$ cat config.mk
export PLATFORM = sky130hd
export DESIGN_NAME = core_step_controller
export DESIGN_NICKNAME = d
export VERILOG_FILES = /design/src/rtl/core_step_controller.sv
export SDC_FILE = /design/constraint.sdc
export NUM_CORES = 1
export LEC_CHECK = 0
export CAP_MARGIN = 0
export CORE_MARGIN = 4
export CORE_UTILIZATION = 40
export CTS_CLUSTER_SIZE = 40
export DETAILED_ROUTE_END_ITERATION = 12
export PLACE_DENSITY_LB_ADDON = 0.05
export SETUP_SLACK_MARGIN = 0.05
export SLEW_MARGIN = 40
export SYNTH_ARGS = -nofsm -noshare
export SYNTH_HDL_FRONTEND = slang
export SYNTH_SLANG_ARGS = --single-unit
$ cat constraint.sdc
create_clock -name clk_100mhz -period 2.3 [get_ports clk_100mhz]
set_input_delay 0.345 -clock clk_100mhz [delete_from_list [all_inputs] [get_ports clk_100mhz]]
set_output_delay 0.345 -clock clk_100mhz [all_outputs]
set_load 0.05 [all_outputs]
$ cat src/rtl/core_step_controller.sv
// Execution-rate controller: produces the core clock-enable (halt / free / 1 Hz / single-step)
// from clk_100mhz, and exports the 1 ms and 1 s enable ticks.
module core_step_controller #(
    parameter int unsigned MS_DIV      = 100000,
    parameter int unsigned SEC_DIV_MS  = 1000,
    parameter int unsigned DEBOUNCE_MS = 20,
    parameter int unsigned CNT_W       = 16
) (
    input  logic             clk_100mhz,
    input  logic             rst,
    input  logic [1:0]       mode,
    input  logic             halt_req,
    input  logic             step_btn,
    output logic             core_ce,
    output logic             tick_1ms,
    output logic             tick_1s,
    output logic [CNT_W-1:0] step_count,
    output logic [1:0]       state
);

    localparam int unsigned MS_W  = (MS_DIV > 1)      ? $clog2(MS_DIV)      : 1;
    localparam int unsigned SEC_W = (SEC_DIV_MS > 1)  ? $clog2(SEC_DIV_MS)  : 1;
    localparam int unsigned DB_W  = (DEBOUNCE_MS > 1) ? $clog2(DEBOUNCE_MS) : 1;

    typedef enum logic [1:0] {
        S_HALT = 2'b00,
        S_FREE = 2'b01,
        S_SLOW = 2'b10,
        S_STEP = 2'b11
    } state_t;

    state_t           r_state;
    state_t           w_state_next;
    logic             w_ce_next;
    logic             r_core_ce;
    logic [CNT_W-1:0] r_step_count;

    logic [MS_W-1:0]  r_ms_cnt;
    logic [SEC_W-1:0] r_sec_cnt;
    logic             r_tick_1ms;
    logic             r_tick_1s;
    logic             w_ms_wrap;
    logic             w_sec_last;

    logic             r_sync1;
    logic             r_sync2;
    logic [DB_W-1:0]  r_db_cnt;
    logic             r_btn_db;
    logic             r_btn_db_d;
    logic             w_step_pulse;

    assign w_ms_wrap  = (r_ms_cnt == MS_W'(MS_DIV - 1));
    assign w_sec_last = (r_sec_cnt == SEC_W'(SEC_DIV_MS - 1));

    // tick_1s is registered alongside the tick_1ms that wraps sec_cnt, so both rise together.
    always_ff @(posedge clk_100mhz or posedge rst) begin
        if (rst) begin
            r_ms_cnt   <= '0;
            r_sec_cnt  <= '0;
            r_tick_1ms <= 1'b0;
            r_tick_1s  <= 1'b0;
        end else begin
            r_tick_1ms <= w_ms_wrap;
            r_tick_1s  <= w_ms_wrap && w_sec_last;
            r_ms_cnt   <= w_ms_wrap ? '0 : r_ms_cnt + 1'b1;
            if (r_tick_1ms) begin
                r_sec_cnt <= w_sec_last ? '0 : r_sec_cnt + 1'b1;
            end
        end
    end

    always_ff @(posedge clk_100mhz or posedge rst) begin
        if (rst) begin
            r_sync1    <= 1'b0;
            r_sync2    <= 1'b0;
            r_db_cnt   <= '0;
            r_btn_db   <= 1'b0;
            r_btn_db_d <= 1'b0;
        end else begin
            r_sync1    <= step_btn;
            r_sync2    <= r_sync1;
            r_btn_db_d <= r_btn_db;
            if (r_tick_1ms) begin
                if (r_sync2 != r_btn_db) begin
                    // the DEBOUNCE_MS-th consecutive differing sample accepts the new level
                    if (r_db_cnt == DB_W'(DEBOUNCE_MS - 1)) begin
                        r_btn_db <= r_sync2;
                        r_db_cnt <= '0;
                    end else begin
                        r_db_cnt <= r_db_cnt + 1'b1;
                    end
                end else begin
                    r_db_cnt <= '0;
                end
            end
        end
    end

    assign w_step_pulse = r_btn_db & ~r_btn_db_d;

    always_ff @(posedge clk_100mhz or posedge rst) begin
        if (rst) begin
            r_state      <= S_HALT;
            r_core_ce    <= 1'b0;
            r_step_count <= '0;
        end else begin
            r_state      <= w_state_next;
            r_core_ce    <= w_ce_next;
            r_step_count <= r_step_count + CNT_W'(r_core_ce);
        end
    end

    // Events are judged against the current state; halt_req suppresses event-driven enables.
    always_comb begin
        w_state_next = halt_req ? S_HALT : state_t'(mode);
        w_ce_next    = 1'b0;
        case (r_state)
            S_FREE:  w_ce_next = 1'b1;
            S_SLOW:  w_ce_next = r_tick_1s & ~halt_req;
            S_STEP:  w_ce_next = w_step_pulse & ~halt_req;
            default: w_ce_next = 1'b0;
        endcase
    end

    assign core_ce    = r_core_ce;
    assign tick_1ms   = r_tick_1ms;
    assign tick_1s    = r_tick_1s;
    assign step_count = r_step_count;
    assign state      = r_state;

endmodule

==> insert_results.sql <==
INSERT INTO impl_metrics (metric_group, metric, value, unit) VALUES
('cts', 'cts_root_buf', 'sky130_fd_sc_hd__clkbuf_8', ''),
('critical_path', 'crit_type', 'register to primary output', ''),
('cts', 'tritoncts_num_sinks', '57', ''),
('cells_and_area', 'final_layout_size_suffix_gt1_frac', '0.0959', ''),
('placement', 'buffer_ports.inserted', '26', ''),
('logic_synthesis', 'fraction_of_the_yosys_area_taken_by_sequential_cells', '0.564', ''),
('timing', 'fin_crit_sh', '0.848', ''),
('global_routing', 'first_global_vias', '1717', ''),
('routing', 'drtAntennaViolNets', '0', ''),
('logic_synthesis', 'ys.warnings.count', '0', ''),
('floorplanning', 'placeableCoreArea', '6030', 'µm²'),
('critical_path', 'start_kind', 'register', ''),
('placement', 'routabilityCongestion', '0.808', ''),
('floorplanning', 'die_extent_in_y', '87.5', 'µm'),
('timing', 'fin_skew', '0.00749', 'ns'),
('cts', 'tritoncts', 'yes', ''),
('cts', 'ctsHtreeMaxLevel', '3', ''),
('cts', 'cts_buffers', '9', ''),
('critical_path', 'worstPathRequired', '1.96', 'ns'),
('timing', 'setup_tns_final', '0', 'ns'),
('logic_synthesis', 'synth_edf_count', '0', ''),
('critical_path', 'worst_path_dominant_cell_family', 'buffers and inverters', ''),
('cells_and_area', 'syn2layout_area_growth', '21.9', '%'),
('cts', 'post_cts_buffers', '0', ''),
('cells_and_area', 'antennaDiodeCount', '0', ''),
('pwr', 'power-per-cell-area', '736', 'nW/µm²'),
('cts', 'clock_pin_transition_on_the_worst_setup_and_hold_timing_paths', '0.06', 'ns'),
('critical_path', 'cpMaxStageDelayCell', 'sky130_fd_sc_hd__clkdlybuf4s50_1', ''),
('floorplanning', 'ios', '27', ''),
('global_routing', 'grt_start_max_net_pins', '58', ''),
('logic_synthesis', 'synth_top_area_share', '0.564', ''),
('pwr', 'sequentialPowerShare', '0.488', ''),
('routing', 'routed_wirelength', '4610', 'µm'),
('timing', 'finalSetupViolations', '0', ''),
('floorplanning', 'die_area', '7650', 'µm²'),
('routing', 'first_iter_violations', '56', ''),
('pwr', 'share_comb_of_total_power', '0.153', ''),
('pwr', 'p_int', '1610', 'µW'),
('timing', 'worst_slew_pin_slew', '0.649', 'ns'),
('critical_path', 'timing.critical_path.arrival', '1.61', 'ns'),
('logic_synthesis', 'synthesis.area', '2530', 'µm²'),
('logic_synthesis', 'cell_taking_the_most_area_after_synthesis', 'sky130_fd_sc_hd__dfrtp_1', ''),
('hold_path', 'hold_path_depth', '0', ''),
('run_status', 'result_of_the_run', 'complete, no violations', ''),
('cts', 'clock_insertion_delay_worst_skew', '0.33', 'ns'),
('global_routing', 'number_of_antenna_violations_at_the_first_check_in_global_routing', '0', ''),
('floorplanning', 'initial_utilization', '0.419', ''),
('timing', 'timing.final.crit_period', '1.95', 'ns'),
('timing', 'hold_ws', '0.350', 'ns'),
('floorplanning', 'die-width', '87.5', 'µm'),
('pwr', 'clock_power_share', '0.359', ''),
('run', 'maxCapViolations', '0', ''),
('routing', 'detailroute.via_count', '1751', ''),
('cts', 'clock_tree.buffer_depth', '2', ''),
('cts', 'post_cts_resized', '0', ''),
('logic_synthesis', 'syn_inst', '228', ''),
('critical_path', 'cp_cell_sequence', 'clkdlybuf4s50_1', ''),
('routing', 'detail_route.wl_per_cell', '13.3', 'µm'),
('timing', 'final_max_slew_viol_count', '0', ''),
('timing', 'relative_slew_slack', '0.563', ''),
('hold_path', 'hold_class', 'register to register', ''),
('timing', 'rsz0062_at_grt', 'false', ''),
('critical_path', 'critical-path-max-stage-delay', '0.84', 'ns'),
('routing', 'drt_drc_violations_left', '0', ''),
('critical_path', 'r2r_cells', '6', ''),
('placement', 'dp_hpwl', '3160', 'µm'),
('critical_path', 'cp_num_cells', '1', ''),
('logic_synthesis', 'postSynthAreaPerCell', '11.1', 'µm²'),
('critical_path', 'critical_path.endpoint_type', 'primary output', ''),
('logic_synthesis', 'async_reset_ff_frac', '1.00', ''),
('logic_synthesis', 'yosys-top-cells-area', 'sky130_fd_sc_hd__dfrtp_1 56%, sky130_fd_sc_hd__xnor2_1 7.6%, sky130_fd_sc_hd__xor2_1 4.2%', '');
-- per-layer routing --
layer	vias up	GRT usage	wire length [µm]	part of all wire
met5	-	0	0	0
met4	0	0.0753	93	0.020
met3	10	0.0369	199	0.043
met2	28	0.199	2030	0.44
met1	834	0.191	2290	0.50
li1	879	-	-	-
-- layout make-up --
class | instances | area, µm²
Tap cell | 75 | 93.8
Clock buffer | 13 | 159
Sequential cell | 57 | 1430
Clock inverter | 3 | 15.0
Multi-Input combinational cell | 157 | 1050
Fill cell | 532 | 2940
Timing Repair Buffer | 29 | 295
Inverter | 12 | 45.0
-- layout by cell type (no fill, tap or decap), types with 3 or more instances in the layout --
cell / instances
sky130_fd_sc_hd__xor2_1: 12
sky130_fd_sc_hd__nand2b_1: 3
sky130_fd_sc_hd__clkdlybuf4s50_1: 26
sky130_fd_sc_hd__nor4_1: 4
sky130_fd_sc_hd__nor2_1: 19
sky130_fd_sc_hd__clkbuf_8: 11
sky130_fd_sc_hd__mux2i_1: 3
sky130_fd_sc_hd__nand2_1: 13
sky130_fd_sc_hd__or3_1: 3
sky130_fd_sc_hd__and3_1: 3
sky130_fd_sc_hd__nor2b_1: 3
sky130_fd_sc_hd__ha_1: 5
sky130_fd_sc_hd__nand3_1: 16
sky130_fd_sc_hd__nor3_1: 7
sky130_fd_sc_hd__clkinv_2: 3
sky130_fd_sc_hd__xnor2_1: 22
sky130_fd_sc_hd__dfrtp_1: 57
sky130_fd_sc_hd__inv_1: 11
sky130_fd_sc_hd__o21ai_0: 3
sky130_fd_sc_hd__nand4_1: 12
sky130_fd_sc_hd__o22ai_1: 5
sky130_fd_sc_hd__a21oi_1: 5
-- cells in the mapped netlist, drive strengths merged (3+ instances only) --
cell type  instances
dfrtp             57
xnor2             22
nor2              19
nand3             17
nand2             13
nand4             13
inv               12
xor2              12
nor3               8
a21oi              5
ha                 5
o22ai              5
or3                5
nor4               4
and3               3
and4               3
mux2i              3
nand2b             3
nor2b              3
o21ai              3
-- worst paths after layout --
path                               start             end
max                        step_count[2]   step_count[2]
max in group asynchronous            rst   step_count[9]
min reg2reg                      r_sync1         r_sync2
min                              r_sync1         r_sync2
max reg2reg                step_count[0]  step_count[14]
min in group asynchronous            rst     r_ms_cnt[5]
-- through the flow --
| stage | util | worst slack, ns | area (µm²) | cells |
|---|---|---|---|---|
| final | 0.511 | 0.350 | 3080 | 346 |
| after global routing | 0.511 | 0.275 | 3080 | 346 |
| after CTS | 0.511 | 0.323 | 3080 | 346 |
| after detailed placement | 0.483 | 0.539 | 2910 | 330 |
| after global placement | 0.483 | 0.597 | 2910 | 330 |
| after floorplan | - | 0.341 | 2530 | 228 |
-- flip-flops by register name (all words and copies together) (netlist names) --
name,cells
r_btn_db_d,1
state,2
r_db_cnt,5
r_sec_cnt,10
r_sync2,1
core_ce,1
r_ms_cnt,17
r_sync1,1
r_btn_db,1
step_count,16
tick_1ms,1
tick_1s,1
-- kinds of logic (layout without fill, tap and decap cells) --
family          after synthesis  count (layout)  synth area share
flops                        57              57             0.564
fa+ha+maj                     5               5            0.0248
buf+inv                      14              57            0.0213
compound gates               18              18            0.0441
xor+xnor                     34              34             0.118
simple gates                 96              96             0.211
mux                           4               4            0.0163
-- power by group through the flow --
stage	clock (µW)	combinational (µW)	sequential (µW)
floorplan	0	56.3	1280
global placement	0	351	1120
detailed placement	0	352	1130
CTS	858	353	1110
global route	904	367	1120
finish	815	346	1110
Note: power is estimated with default switching activity, not from simulation.
==> RTL edit 1, RTL diff (same flow settings) <==
The parameter `MS_DIV` goes from 100000 to 400000.
--- a/src/rtl/core_step_controller.sv
+++ b/src/rtl/core_step_controller.sv
@@ -3,3 +3,3 @@
 module core_step_controller #(
-    parameter int unsigned MS_DIV      = 100000,
+    parameter int unsigned MS_DIV      = 400000,
     parameter int unsigned SEC_DIV_MS  = 1000,
Function: no difference found for any inputs over 10 cycles, from zero or initial values and one cycle with rst high; that may be too few to reach the edited logic, so the function may still have changed.
==> RTL edit 1 against the original RTL <==
Largest cell class unchanged. Synthesized cell count grew 3.9%. Clock power grew 28%. Setup slack lost 0.0038 ns. Sequential cell count grew 2. Wire length grew 1.5%. Combinational power shrank 3%. Power grew 11%. Synthesized area grew 4.9%. Critical path type unchanged. Cell area grew 5.0%. Final cell count grew 2.9%.
==> RTL edit 1: results (changes against the original RTL) <==
Status: finished clean (unchanged). The number of cells after detailed placement is 340 (was 330). The number of flip-flops under the largest register name is 19 (was 17).

The worst clock skew is 0.0104 ns (was 0.00749 ns). The final net count is 285 (was 277). The setup slack at placement came to 0.647 ns (was 0.539 ns). The detail-routed net length per standard cell came out at 13.1 um (was 13.3 um).

The fraction of layout instances using a drive strength above 1 came out at 0.104 (was 0.0959). The peak supply drop is 0.000560 V (was 0.000280 V). The met3 routing resource usage after global routing was 0.0562 (was 0.0369).

The part of the Yosys area used for sequential elements is 0.557 (was 0.564). The global placement routability congestion came out at 0.736 (was 0.808). The total track usage came to 0.137 (was 0.139).

The timing endpoint of the critical path is step_count[7] (was step_count[2]). The first-pass GRT wire length is 8.31 mm (was 8.09 mm). Dominant cells by area after synthesis: sky130_fd_sc_hd__dfrtp_1, sky130_fd_sc_hd__xnor2_1, sky130_fd_sc_hd__xor2_1 (unchanged). The first-iteration detailed-routing DRC count is 59 (was 56). The leakage power total is 1.41 nW (was 1.33 nW).

The global-route track usage on met2 is 0.213 (was 0.199). The length in cells of the worst reg-to-reg path is 5 (was 6). The flop-to-flop setup slack came out at 0.64 ns (was 0.54 ns). The net count of the mapped netlist is 248 (was 239). The clock-pin slew on the worst setup and hold paths is 0.08 ns (was 0.06 ns). The internal power came to 1.81 mW (was 1.61 mW). The average via count per standard cell was 5.05 (was 5.06). The mean post-synth cell area is 11.2 um2 (was 11.1 um2).

The detailed route wirelength on metal3 came out at 219 um (was 199 um). The final critical-path setup slack came out at 0.346 ns (was 0.350 ns). The via count of the first global-routing pass came to 1788 (was 1717). The worst slew slack as a fraction of its limit is 0.598 (was 0.563).
[RTL edit 1: cell families after synthesis]
kind of cell | share of synthesized area
simple gates | 0.212
flops | 0.557
xor+xnor | 0.126
compound gates | 0.0448
buf+inv | 0.0212
fa+ha+maj | 0.0236
mux | 0.0156
[RTL edit 1: power by group through the flow]
stage	sequential [mW]	combinational, mW	clock, mW
after global routing	1.14	0.360	1.14
after detailed placement	1.16	0.343	0
after CTS	1.14	0.343	1.08
after floorplan	1.31	0.0553	0
after global placement	1.15	0.341	0
final	1.14	0.337	1.04
[RTL edit 1: worst register-to-register path, delay by kind of cell, from the launching register on]
kind	cells	cell delay, ns
flip-flops	1	0.38
AND/OR/NAND/NOR	4	0.99
adder cells (fa/ha/maj)	1	0.23
[RTL edit 1: final cells by class]
class,instances,area share
sequential,59,0.456
multi-input combinational,165,0.346
timing repair buffer,28,0.0889
clock buffer,9,0.0383
tap,77,0.0298
clock inverter,7,0.0282
inverter,11,0.0128
==> RTL edit 2, RTL diff (same flow settings) <==
Without the edit above. Compare `r_sec_cnt` against `SEC_W'(SEC_DIV_MS - 1)` with >= in place of ==.
--- a/src/rtl/core_step_controller.sv
+++ b/src/rtl/core_step_controller.sv
@@ -52,3 +52,3 @@
     assign w_ms_wrap  = (r_ms_cnt == MS_W'(MS_DIV - 1));
-    assign w_sec_last = (r_sec_cnt == SEC_W'(SEC_DIV_MS - 1));
+    assign w_sec_last = (r_sec_cnt >= SEC_W'(SEC_DIV_MS - 1));
 
Function: no difference found for any inputs over 10 cycles, from zero or initial values and one cycle with rst high; that may be too few to reach the edited logic, so the function may still have changed.
==> RTL edit 2 against the original RTL <==
Cell area fell by 0.37%. Synthesized area rose by 1.6%. Setup slack got worse by 0.0078 ns. Critical path depth did not move. Wire length rose by 2.6%. Power fell by 3.0%. Via count rose by 1.0%. Sequential cell count did not move.
==> RTL edit 2: results (changes against the original RTL) <==
The synthesized instance count is 232 (was 228). The first-pass GRT wire length came out at 8.43 mm (was 8.09 mm). The placed wire-length estimate was 3.18 mm (was 3.16 mm). The part of the Yosys area used for sequential elements came out at 0.556 (was 0.564). Cell types with the highest counts after synthesis: sky130_fd_sc_hd__dfrtp_1, sky130_fd_sc_hd__nand2_1, sky130_fd_sc_hd__nand3_1, sky130_fd_sc_hd__nor2_1, sky130_fd_sc_hd__xnor2_1 (was sky130_fd_sc_hd__dfrtp_1, sky130_fd_sc_hd__xnor2_1, sky130_fd_sc_hd__nor2_1). The number of filler instances in the final layout came out at 554 (was 532). The leakage power total came out at 1.41 nW (was 1.33 nW). The final critical-path required period is 1.96 ns (was 1.95 ns). The average via count per standard cell is 5.14 (was 5.06). The flop-to-flop setup slack came to 0.63 ns (was 0.54 ns). The number of antenna violations at the first check in global routing came out at 0 (unchanged).

The overall via count from detail_route is 1769 (was 1751). Status: finished clean (unchanged). The net count of the mapped netlist was 243 (was 239). The first-iteration detailed-routing DRC count came out at 33 (was 56). The endpoint of the lowest-slack register-to-register path is r_sec_cnt[3] (was step_count[14]).

The startpoint of the most critical register-to-register path is r_sec_cnt[0] (was step_count[0]). The fraction of layout instances using a drive strength above 1 came out at 0.0743 (was 0.0959). The final net count is 278 (was 277). The length in cells of the worst reg-to-reg path was 5 (was 6). The peak supply drop is 0.000357 V (was 0.000280 V). The actual slew at the worst max-slew pin came out at 0.518 ns (was 0.649 ns). The global placement routability congestion is 0.772 (was 0.808). Dominant cells by area after synthesis: sky130_fd_sc_hd__dfrtp_1, sky130_fd_sc_hd__xnor2_1, sky130_fd_sc_hd__xor2_1 (unchanged). The maximum fanout encountered on the critical timing path is 7 (was 6). The total track usage is 0.145 (was 0.139).

The placement-stage cell area came out at 2920 um2 (was 2910 um2). The detail-routed net length per standard cell was 13.8 um (was 13.3 um). The share of async-settable or async-resettable flops after synthesis was 1.00 (unchanged). The unique cell type count in the Yosys netlist came to 41 (was 39). The count of H-tree levels built during CTS is 3 (unchanged).
RTL edit 2: cell count changes in the layout (fill, tap and decap cells not counted), sizes merged, moves of 4 or more:
cell	change
and4	+5
nand4	-5
or3	-4
xnor2	-6
RTL edit 2: logic make-up after synthesis:
logic type | synth area share
simple gates | 0.199
xor+xnor | 0.102
flops | 0.556
buf+inv | 0.0307
compound gates | 0.0716
mux | 0.0166
fa+ha+maj | 0.0244
RTL edit 2: through the flow:
step / hold WS [ns] / total power [mW] / util
floorplan: 0.331 / 1.33 / -
global placement: 0.346 / 1.47 / 0.482
detailed placement: 0.338 / 1.47 / 0.482
CTS: 0.362 / 2.25 / 0.507
global route: 0.372 / 2.31 / 0.507
finish: 0.359 / 2.20 / 0.507
RTL edit 2: where the power goes:
part           switching [mW]  internal, mW  leakage (nW)
clock                   0.354         0.401        0.0782
sequential             0.0548          1.05         0.765
combinational           0.227         0.112         0.562
RTL edit 2: worst min-delay path by stage:
stage,to,from,slack [ns]
after floorplan,r_sync2,r_sync1,0.33
after global placement,r_sync2,r_sync1,0.35
after detailed placement,r_sync2,r_sync1,0.34
after CTS,r_sync2,r_sync1,0.36
after global routing,r_sync2,r_sync1,0.37
final,r_sync2,r_sync1,0.36
RTL edit 2: layout make-up:
type / instances / area share
clock buffer: 12 / 0.0473
clock inverter: 1 / 0.00163
inverter: 14 / 0.0171
multi-input combinational: 157 / 0.346
sequential: 57 / 0.465
tap: 75 / 0.0306
timing repair buffer: 28 / 0.0929
RTL edit 2: per-layer routing:
layer  global-route usage  share of wire
met4               0.0508         0.0097
met3               0.0734          0.069
met5                    0              0
met2                0.217           0.44
met1                0.180           0.48
